**src/rtl/arb_mux_n_if.sv**
```systemverilog
// Handshake bundle between N input channels, the arbiter/mux, and one downstream consumer.
// master = the side that offers words and consumes the output; slave = the arbiter.
interface arb_mux_n_if #(
  parameter int WIDTH = 8,
  parameter int N     = 4
);
  localparam int SELW = $clog2(N);

  logic [N*WIDTH-1:0] in_data;
  logic [N-1:0]       in_valid;
  logic [N-1:0]       in_ready;
  logic [WIDTH-1:0]   out_data;
  logic               out_valid;
  logic [SELW-1:0]    out_sel;
  logic               out_ready;

  modport master (
    output in_data, in_valid, out_ready,
    input  in_ready, out_data, out_valid, out_sel
  );

  modport slave (
    input  in_data, in_valid, out_ready,
    output in_ready, out_data, out_valid, out_sel
  );
endinterface

```
**src/rtl/arb_mux_n.sv**
```systemverilog
// N-to-1 arbitrated mux with a single registered output slot; round-robin (MODE=0)
// or fixed lowest-index priority (MODE=1).
module arb_mux_n #(
  parameter int WIDTH = 8,
  parameter int N     = 4,
  parameter int MODE  = 0
) (
  input logic        clk,
  input logic        rst,
  arb_mux_n_if.slave bus
);
  localparam int SELW = $clog2(N);

  logic [SELW-1:0]  ptr;
  logic [SELW-1:0]  start;
  logic [SELW-1:0]  gsel;
  logic [N-1:0]     grant;
  logic [WIDTH-1:0] gdata;
  logic             found;
  logic             load;
  int               c;

  assign load  = !bus.out_valid || bus.out_ready;
  assign start = (MODE == 0) ? ptr : '0;

  // Search ptr, ptr+1, ... wrapping at N (not at 2**SELW) so non-power-of-two N works.
  always_comb begin
    grant = '0;
    found = 1'b0;
    gsel  = '0;
    gdata = '0;
    c     = 0;
    if (load && !rst) begin
      for (int k = 0; k < N; k++) begin
        c = int'(start) + k;
        if (c >= N) c = c - N;
        if (!found && bus.in_valid[SELW'(c)]) begin
          found          = 1'b1;
          grant[SELW'(c)] = 1'b1;
          gsel           = SELW'(c);
          gdata          = WIDTH'(bus.in_data >> (c * WIDTH));
        end
      end
    end
  end

  assign bus.in_ready = grant;

  // Output slot: loads on grant, empties when nothing is offered, holds under back-pressure.
  always_ff @(posedge clk or posedge rst) begin
    if (rst) begin
      bus.out_valid <= 1'b0;
      bus.out_data  <= '0;
      bus.out_sel   <= '0;
      ptr           <= '0;
    end else if (load) begin
      bus.out_valid <= found;
      if (found) begin
        bus.out_data <= gdata;
        bus.out_sel  <= gsel;
        if (MODE == 0) ptr <= (int'(gsel) == N - 1) ? '0 : gsel + 1'b1;
      end
    end
  end
endmodule

```
**src/flat_wrapper.sv**
```systemverilog
// flat-port wrapper written by rule: the top's interface ports become plain ports
module arb_mux_n_flat 
#(
  parameter int WIDTH = 8,
  parameter int N     = 4,
  parameter int MODE  = 0
)
  (clk, rst, bus_in_data, bus_in_valid, bus_out_ready, bus_in_ready, bus_out_data, bus_out_valid, bus_out_sel);
  arb_mux_n_if #(.WIDTH(WIDTH), .N(N)) bus_i ();
  input logic clk;
  input logic rst;
  input wire logic [$bits(bus_i.in_data)-1:0] bus_in_data;
  input wire logic [$bits(bus_i.in_valid)-1:0] bus_in_valid;
  input wire logic [$bits(bus_i.out_ready)-1:0] bus_out_ready;
  output wire logic [$bits(bus_i.in_ready)-1:0] bus_in_ready;
  output wire logic [$bits(bus_i.out_data)-1:0] bus_out_data;
  output wire logic [$bits(bus_i.out_valid)-1:0] bus_out_valid;
  output wire logic [$bits(bus_i.out_sel)-1:0] bus_out_sel;
  assign bus_i.in_data = bus_in_data;
  assign bus_i.in_valid = bus_in_valid;
  assign bus_i.out_ready = bus_out_ready;
  assign bus_in_ready = bus_i.in_ready;
  assign bus_out_data = bus_i.out_data;
  assign bus_out_valid = bus_i.out_valid;
  assign bus_out_sel = bus_i.out_sel;
  arb_mux_n #(.WIDTH(WIDTH), .N(N), .MODE(MODE)) u_core (.clk(clk), .rst(rst), .bus(bus_i));
endmodule
```
**config.mk**
```make
export PLATFORM = sky130hd
export DESIGN_NAME = arb_mux_n_flat
export DESIGN_NICKNAME = d
export VERILOG_FILES = /design/src/rtl/arb_mux_n_if.sv /design/src/rtl/arb_mux_n.sv /design/src/flat_wrapper.sv
export SDC_FILE = /design/constraint.sdc
export NUM_CORES = 1
export LEC_CHECK = 0
export BUFFER_PORTS_ARGS = -buffer_cell sky130_fd_sc_hd__buf_4
export CORE_MARGIN = 4
export CORE_UTILIZATION = 37
export CTS_CLUSTER_DIAMETER = 30
export CTS_CLUSTER_SIZE = 10
export DETAILED_ROUTE_END_ITERATION = 8
export HOLD_SLACK_MARGIN = 0.1
export PLACE_DENSITY = 0.7
export SLEW_MARGIN = 20
export SYNTH_ARGS = -nofsm -noshare
export SYNTH_HDL_FRONTEND = slang
export SYNTH_SLANG_ARGS = --single-unit
```
**constraint.sdc**
```tcl
create_clock -name clk -period 3.14 [get_ports clk]
set_input_delay 0.628 -clock clk [delete_from_list [all_inputs] [get_ports clk]]
set_output_delay 0.628 -clock clk [all_outputs]
set_load 0.01 [all_outputs]
```
Yosys cells after proc, flatten, opt, wreduce, memory -nomap -nowiden
Cells that the tools add are included.
Operators by class
  add/sub/neg operators: 8
  multipliers: 0
  divide/modulo/power cells: 0
  $lt $le $gt $ge: 12
  equality and inequality tests: 1
  shifts and indexed selects: 4
  muxes and demuxes: 55
  bitwise logic cells: 3
  reduce and logical (&&, ||, !) cells: 15
Operators with widths (count)
  2-to-1 mux 29 bit: 8
  >> shifter 32 x 32 -> 8 bit: 4
  >= comparator 32 x 4 -> 1 bit (second input constant): 3
  subtractor 29 x 4 -> 29 bit (second input constant): 3
  2-to-1 mux 8 bit: 5
  2-to-1 mux 4 bit: 8
  2-to-1 mux 1 bit: 20
  less-than comparator 2 x 4 -> 1 bit (second input constant): 4
  2-to-1 mux 2 bit: 6
  bitwise OR 4 bit: 3
  binary-select mux 1 bit (select 2 bit): 4
  demux 1 bit (select 2 bit): 4
  >= comparator 2 x 1 -> 1 bit (second input constant): 4
  logical AND 1 bit: 8
  adder 2 x 2 -> 3 bit (second input constant): 2
  logical NOT 1 bit: 5
  subtractor 2 x 3 -> 4 bit (second input constant): 1
  adder 2 x 1 -> 3 bit (second input constant): 1
  >= comparator 2 x 3 -> 1 bit (second input constant): 1
  adder 2 x 1 -> 2 bit (second input constant): 1
  equality test 2 x 1 -> 1 bit (second input constant): 1
  AND reduction 2 bit: 1
  logical OR 1 bit: 1
Word-level totals
  register bits after elaboration: 13
  bits in latches: 0
  RAM bits: 0
  memory bits (read-only): 0
  input bits: 39
  output and inout port bits: 15
  memories kept: 0

Depth between registers and ports, before layout
Gate-level depths: netlist (run 1).
  depth in word-level cells: 23
  gate-level depth with buffers: 13
  mapped depth without buffers: 7

Worst setup path after synthesis (run 1)
Ideal clock, no wire load.
  path kind: reg-to-output
  from: register u_core.ptr[0]
  to: output bus_in_ready[2]
  data arrival time: 2656 ps
  required time: 2512 ps
  slack: -144 ps
  stages on the path, launching flop included: 12
  path buffers: 7
  cells stage by stage: dfrtp_1 -> buf_6 -> buf_6 -> buf_2 -> inv_1 -> ha_1 -> buf_6 -> buf_2 -> clkbuf_1 -> buf_2 -> nand4_1 -> a41oi_1
On the way
  word-level cells in the longest chain between the ends: 20
  elaborated cells on any way between the ends: 74
Ends and longest elaborated chain
  start, declared: line arb_mux_n.sv:14  | logic [SELW-1:0] ptr;
  start signal, assigned: line arb_mux_n.sv:61  | if (MODE == 0) ptr <= (int'(gsel) == N - 1) ? '0 : gsel + 1'b1;
  branches (longest 18 deep; another with subtractor 29 x 4 -> 29 bit)
  2-to-1 mux 4 bit *: line arb_mux_n.sv:37  | if (!found && bus.in_valid[SELW'(c)]) begin
  2-to-1 mux 4 bit *: line arb_mux_n.sv:33  | if (load && !rst) begin
  end, declared: line flat_wrapper.sv:15  | output wire logic [$bits(bus_i.in_ready)-1:0] bus_in_ready;
Mark *: on every way between the ends. The select of a mux whose other input is x is not followed.

Worst setup path after layout (run 1)
  from: register u_core.ptr[0]
  to: output bus_in_ready[1]
The elaborated chain is that of the path after synthesis.

==> impl_results.md, run 1 <==
- Outcome: finished clean
- Final setup fails: 0
- Post-synthesis cell type count: 52
- Total wire length: roughly 5700 um
- Final Power: about 2.5 mW
- Chip Width: ~84 um
- CP max FO: 10
- Int Pwr: between 1 and 1.5 mW
- Grt total ovfl: 0
- Initial DRC Count: between 100 and 150
- Vias: around 2.0k
- Cells after synthesis: about 230
- Net Count, Synth: roughly 270
- Drc violations: 0
- Diodes inserted: 0
- Rel. slew slack: approximately three fifths
- CP arrival: 2380 ps
- Crit path launch type: flip-flop
- Post-Syn Area: around 0.0022 mm2
- H-tree Lvls: 1
- Clock power share: 6.0%
- Initial antenna violation count: 0
- Max Root-Sink Buffers: 2
- Post-synth EDFFs: 0
- Worst hold path class: input pin to async pin
- Psw: ~1.2 mW
- Power per cell area: roughly 970 mW/mm2
- Flop pwr share: 11.9%
- Crit path kind: flip-flop to output port
- Worst-Margin Slew: just under 600 ps
- Antenna-violating nets left: 0
- Fmax: around 330 MHz
- WP data required: approximately 2500 ps
- Std cell rows: 27
- Final slew viol count: 0
- Synthesis Warnings: 0
- Fin Hold WS: ~460 ps
- Worst path slowest cell: mux4_2
- Global-route wire length before repair: 9791 um
- Endpoint type of the worst setup path: output port
- Ys async rst share: between 90% and 100%
- Hold Violations, Final: 0
- Cell-by-cell trace of the critical path: inv_2, ha_1, mux4_2, nor4b_4, nand2_1, a21oi_2, buf_4
- Final worst path period share: a little over nine tenths
- Die height: 84.31 um
- Max incr delay on CP: roughly 640 ps
- Final min period: around 3000 ps
- I/O Buffers: 53
- Gate power share: between 80% and 90%
- Static Leakage: 1.088 nW
- Clk_lat worst skew: between 200 and 300 ps
- Final #Nets: ~320
- Crit Reg-Reg Startpoint: u_core.ptr[0]
- Worst Setup EP: bus_in_ready[1]
- GRT Resource Usage Total: between 10% and 20%
- Core area: approximately 0.0056 mm2
- Largest net degree at the start of global routing: 33
- R2R setup slack: between 600 and 700 ps
- FF+latch count, synth: 13
- Initial Utilization: 38.65%
- CTS tree: done
- Post-CTS Resized: 0
- Die area: 0.007108 mm2
- Setup Skew: slightly above 5 ps
- RePlAce Congestion: 0.8146
- Setup bufs post-CTS: 0
- Root buffer cell: clkbuf_8
- Clk slew on worst S/H paths: roughly 60 ps
- DR pass1 iterations: 4
- Layout cell share with drive strength beyond 1: roughly two fifths
- Fin Setup TNS: 0 ps
- Critical R2R Capture: u_core.bus.out_data[4]
- Final core utilization: between 40% and 50%
- VDD IR max: a little under 0.4 mV
- CP Launch Point: u_core.ptr[0]
- # clock sinks: 13
- Vias per Instance: 5.894
- MaxCap Viol Count: 0
- Cts bufs inserted: 3
- Syn Area/Cell: 9.533 um2
- Number of global-route vias before repair: just under 2k
- Post-CTS Hold Buffers: 0
- Slack of the critical path: 131.3 ps
- Wire per inst: 16.86 um
- Switching part of the total: 47.21%
- Final HPWL DP: 4263 um
- I/O pins: between 50 and 60
- Area Overhead vs Synth: 21.20%
- RSZ-0062 raised after global routing: no
- Ys flop type: dfrtp_1
- Register area share after synthesis: between 15 and 20%
- Worst R2R Path Depth: 7
- Setup WS pre-CTS: roughly 380 ps
[worst max-delay path, delay by kind of cell, from the launching register on]
kind / cells / cell delay, ps
flops: 1 / 370
buf+inv: 2 / 220
simple gates: 2 / 450
fa+ha+maj: 1 / 330
mux: 1 / 640
compound gates: 1 / 120
[sequential cells by signal, indices dropped and copies added (netlist names)]
register and cells:
u_core.bus.out_data 8, u_core.bus.out_sel 2, u_core.bus.out_valid 1, u_core.ptr 2
[how the worst min path moves through the flow]
stage | slack [ps] | to | from
2_1_floorplan | 510 | u_core.bus.out_sel[0] | u_core.bus.out_sel[0]
3_3_place_gp | 500 | u_core.bus.out_data[2] | u_core.bus.out_data[2]
3_5_place_dp | 510 | u_core.bus.out_sel[0] | u_core.bus.out_sel[0]
4_1_cts | 470 | u_core.bus.out_valid | rst
5_1_grt | 490 | u_core.bus.out_valid | rst
6_report | 460 | u_core.bus.out_valid | rst
[layout by cell type, fill, tap and decap left out, drive strengths merged, types with 8 or more instances in the layout]
cell type  count
nand3          8
a221oi         8
o31ai          9
mux2          17
dfrtp         13
mux4          20
nor2          21
nand2         19
a22oi          8
buf           60
ha             8
[logic make-up (layout without fill, tap and decap cells)]
logic type,after synthesis,after routing,share of synthesized area [%]
flip-flops,13,13,15.10
buffers and inverters,28,69,7.259
multiplexers,43,43,33.10
adder cells (fa/ha/maj),8,8,4.646
AO/OA/AOI/OAI,65,65,23.17
AND/OR/NAND/NOR,69,69,16.72
[final cells by class]
class | count | area [um2]
clock buffers | 4 | 45.04
fillers | 552 | 2963
inverters | 5 | 18.77
multi-input cells | 185 | 1680
flip-flops and latches | 13 | 326.6
well taps | 72 | 90.09
repair buffers | 60 | 450.4
[through the flow]
stage / instance area, um2 / cells
2_1_floorplan: 2166 / 226
6_report: 2611 / 339
4_1_cts: 2611 / 339
3_5_place_dp: 2566 / 335
5_1_grt: 2611 / 339
3_3_place_gp: 2566 / 335
[power by group through the flow]
stage                     Clock [mW]  Sequential (mW)  Combinational (mW)
after detailed placement           0            0.304                2.07
after global placement             0            0.303                2.04
after global routing           0.162            0.310                2.28
final                          0.151            0.302                2.08
after CTS                      0.154            0.301                2.08
after floorplan                    0            0.329                1.65
[per-layer routing]
| layer | global-route usage (%) | wire length (um) | vias to the layer above |
|---|---|---|---|
| met5 | 0 | 0 | - |
| met4 | 4.678 | 72 | 0 |
| met2 | 26.11 | 2684 | 65 |
| li1 | - | - | 971 |
| met3 | 1.472 | 305 | 5 |
| met1 | 23.58 | 2653 | 957 |
[Yosys cell counts, types with 2 or more instances]
master	n	area (um2)
a21o_1	2	15.01
a21oi_1	7	35.03
a221oi_1	8	70.07
a22o_1	7	61.31
a22oi_1	7	52.55
a41oi_1	2	17.52
and3b_1	2	17.52
buf_2	8	40.04
buf_6	5	56.30
clkbuf_1	8	30.03
dfrtp_1	13	325.3
ha_1	8	100.1
inv_1	4	15.01
mux2_2	16	180.2
mux2i_1	6	60.06
mux4_1	2	52.55
mux4_2	18	405.4
nand2_1	19	71.32
nand2b_1	4	25.02
nand3_1	7	35.03
nand4_1	2	12.51
nor2_1	20	75.07
nor3_1	2	10.01
nor3b_1	2	15.01
o211ai_1	2	15.01
o21a_1	7	52.55
o21ai_0	4	20.02
o31ai_1	9	67.56
or2_2	2	12.51
Power figures use the tool's default switching activity.
==> run 2: changes to the inputs <==
--- a/config.mk
+++ b/config.mk
@@ -12,8 +12,9 @@
 export CTS_CLUSTER_SIZE = 10
 export DETAILED_ROUTE_END_ITERATION = 8
 export HOLD_SLACK_MARGIN = 0.1
-export PLACE_DENSITY = 0.7
-export SLEW_MARGIN = 20
+export PLACE_DENSITY = 0.68
+export RECOVER_POWER = 25
+export SLEW_MARGIN = 10
 export SYNTH_ARGS = -nofsm -noshare
 export SYNTH_HDL_FRONTEND = slang
 export SYNTH_SLANG_ARGS = --single-unit
==> constraint.sdc (replaced) <==
create_clock -name clk -period 3.4 [get_ports clk]
set_input_delay 0.68 -clock clk [delete_from_list [all_inputs] [get_ports clk]]
set_output_delay 0.68 -clock clk [all_outputs]
set_load 0.01 [all_outputs]
==> run 2 against run 1 <==
Compared with the run above: first-iteration DRC count decreased by 16%; clock power decreased by 6%; clock skew decreased by 0.92 ps; clock-buffer cell count unchanged; critical path depth unchanged; highest routed layer unchanged.
==> impl_results.md, run 2 (synthesized netlist as in run 1, its figures left out) <==
- Outcome: finished clean (unchanged)
- I/O Buffers: 53 (unchanged)
- MaxCap Viol Count: 0 (unchanged)
- RePlAce Congestion: 0.8795 (was 0.8146)
- Grt total ovfl: 0 (unchanged)
- Cts bufs inserted: 3 (unchanged)
- Largest net degree at the start of global routing: 34 (was 33)
- Post-CTS Hold Buffers: 0 (unchanged)
- Max Root-Sink Buffers: 2 (unchanged)
- WP data required: 2720 ps (was 2510 ps)
- Worst hold path class: flip-flop to flip-flop (was input pin to async pin)
- Hold Violations, Final: 0 (unchanged)
- Final slew viol count: 0 (unchanged)
- CP arrival: 2410 ps (was 2380 ps)
- Worst-Margin Slew: 717.4 ps (was 583.5 ps)
- Setup bufs post-CTS: 0 (unchanged)
- Wire per inst: 16.85 um (was 16.86 um)
- Endpoint type of the worst setup path: output port (unchanged)
- Largest Register: u_core.bus.out_data (unchanged)
- Cell-by-cell trace of the critical path: inv_2, ha_1, mux4_2, nor4b_4, nand2_1, a21oi_1, buf_4 (was inv_2, ha_1, mux4_2, nor4b_4, nand2_1, a21oi_2, buf_4)
- Final core utilization: 46.64% (was 46.85%)
- Fmax: 324.0 MHz
- Rel. slew slack: 52.17% (was 60.84%)
- Diodes inserted: 0 (unchanged)
- Vias: 2025 (was 1998)
- Drc violations: 0 (unchanged)
- Post-CTS Resized: 0 (unchanged)
- Root buffer cell: clkbuf_8 (unchanged)
- GRT Resource Usage Total: 15.57% (was 16.37%)
- Total wire length: 5713 um (was 5717 um)
- R2R setup slack: 840 ps (was 640 ps)
- VDD IR max: 0.3401 mV (was 0.3964 mV)
- # clock sinks: 13 (unchanged)
- Static Leakage: 1.086 nW (was 1.088 nW)
- Number of global-route vias before repair: 1883 (was 1951)
- Max reg flops: 8 (unchanged)
- Global-route wire length before repair: 9384 um (was 9791 um)
- CTS tree: done (unchanged)
- Crit path kind: flip-flop to output port (unchanged)
- Largest regs: u_core.bus.out_data x8, u_core.bus.out_sel x2, u_core.ptr x2 (unchanged)
- Die area: 0.007108 mm2 (unchanged)
- WP buf/inv: 2 (unchanged)
- CP max FO: 12 (was 10)
- Final min period: between 3000 and 4000 ps
- Antenna-violating nets left: 0 (unchanged)
- Power per cell area: 891.5 mW/mm2 (was 968.0 mW/mm2)
- Max incr delay on CP: 650 ps (was 640 ps)
- Vias per Instance: 5.973 (was 5.894)
- Placed inst area: 0.002559 mm2 (was 0.002566 mm2)
- Std cell rows: 27 (unchanged)
- Final setup fails: 0 (unchanged)
- Area Overhead vs Synth: 20.67% (was 21.20%)
- Clk_lat worst skew: 250 ps (about the same)
- DP Cell Count: 335 (unchanged)
- Final #Nets: 315 (unchanged)
- Initial antenna violation count: 0 (unchanged)
- Non-Filler Instances: 339 (unchanged)
- Crit path launch type: flip-flop (unchanged)
- Crit path max-delay family: multiplexers (unchanged)
- Final HPWL DP: 4279 um (was 4263 um)
- Commonest non-fill, non-tap cells in the layout: buf_4, nor2_1, nand2_1 (unchanged)
- H-tree Lvls: 1 (unchanged)
- Die height: 84.31 um (unchanged)
- Chip Width: 84.31 um (unchanged)
- Final instance area: 0.002600 mm2 (was 0.002611 mm2)
- Most common cell after layout, fill and taps aside: buf_4 (unchanged)
- RSZ-0062 raised after global routing: no (unchanged)
- Final Power: 2.318 mW (was 2.528 mW)
- Clk slew on worst S/H paths: 50 ps (was 60 ps)
- DR pass1 iterations: 4 (unchanged)
- I/O pins: 54 (unchanged)
- Fin Setup TNS: 0 ps (unchanged)
- Layout cell share with drive strength beyond 1: 40.45% (was 41.95%)
- Core area: 0.005574 mm2 (unchanged)
- Final worst path period share: about 91%
- Initial DRC Count: 122 (was 146)
- Setup Skew: 4.164 ps (was 5.086 ps)
- Worst path slowest cell: mux4_2 (unchanged)
- Fill cells: 542 (was 552)
- Initial Utilization: 38.65% (unchanged)
==> run 2: changes by cell type in the layout (fill, tap and decap cells not counted) <==
cell	change
inv_1	+1
clkbuf_1	+1
clkbuf_4	+1
buf_4	-2
inv_2	-1
a21oi_2	-2
a21oi_1	+2
==> run 2: path summary, 6_finish.rpt <==
path | cells past startpoint | start | end
min reg2reg | 1 | u_core.bus.out_sel[1] | u_core.bus.out_sel[1]
max in group asynchronous | 3 | rst | u_core.ptr[0]
max | 7 | u_core.ptr[1] | bus_in_ready[1]
min in group asynchronous | 3 | rst | u_core.bus.out_data[5]
min | 1 | u_core.bus.out_sel[1] | u_core.bus.out_sel[1]
max reg2reg | 7 | u_core.ptr[1] | u_core.bus.out_data[1]
==> run 2: layer usage <==
layer	wire length (um)	part of all wire [%]	global-route usage, %	vias up
li1	-	-	-	971
met1	2626	46	22.67	975
met2	2704	47	24.39	75
met3	339	5.9	2.355	4
met4	42	0.74	3.363	0
met5	0	0	0	-
==> run 2: layout make-up <==
class | instances | area [um2] | area share (%)
clock buffer | 4 | 45.04 | 1.732
inverter | 5 | 18.77 | 0.7218
multi-input combinational | 185 | 1673 | 64.34
sequential | 13 | 326.6 | 12.56
tap | 72 | 90.09 | 3.465
timing repair buffer | 60 | 446.7 | 17.18
==> run 2: report_power, final <==
group / switching (mW) / total (mW) / leakage (nW) / internal [mW]
clock network: 0.0587 / 0.142 / 0.0228 / 0.0829
registers: 0.0467 / 0.276 / 0.157 / 0.229
logic: 0.985 / 1.90 / 0.907 / 0.916
==> run 2: worst reg2reg max path, cell delays in order (launching register included) <==
cell and delay [ps]:
dfrtp_1 350, inv_2 120, ha_1 340, mux4_2 650
nor4b_4 340, and3b_1 450, a22oi_1 120, o31ai_1 90
==> run 2: stage by stage <==
step / worst slack (ps) / hold WS (ps)
4_1_cts: 300.8 / 487.3
2_1_floorplan: 64.47 / 513.3
5_1_grt: 127.8 / 498.2
3_5_place_dp: 542.5 / 475.2
6_report: 313.9 / 483.8
3_3_place_gp: 568.5 / 475.7
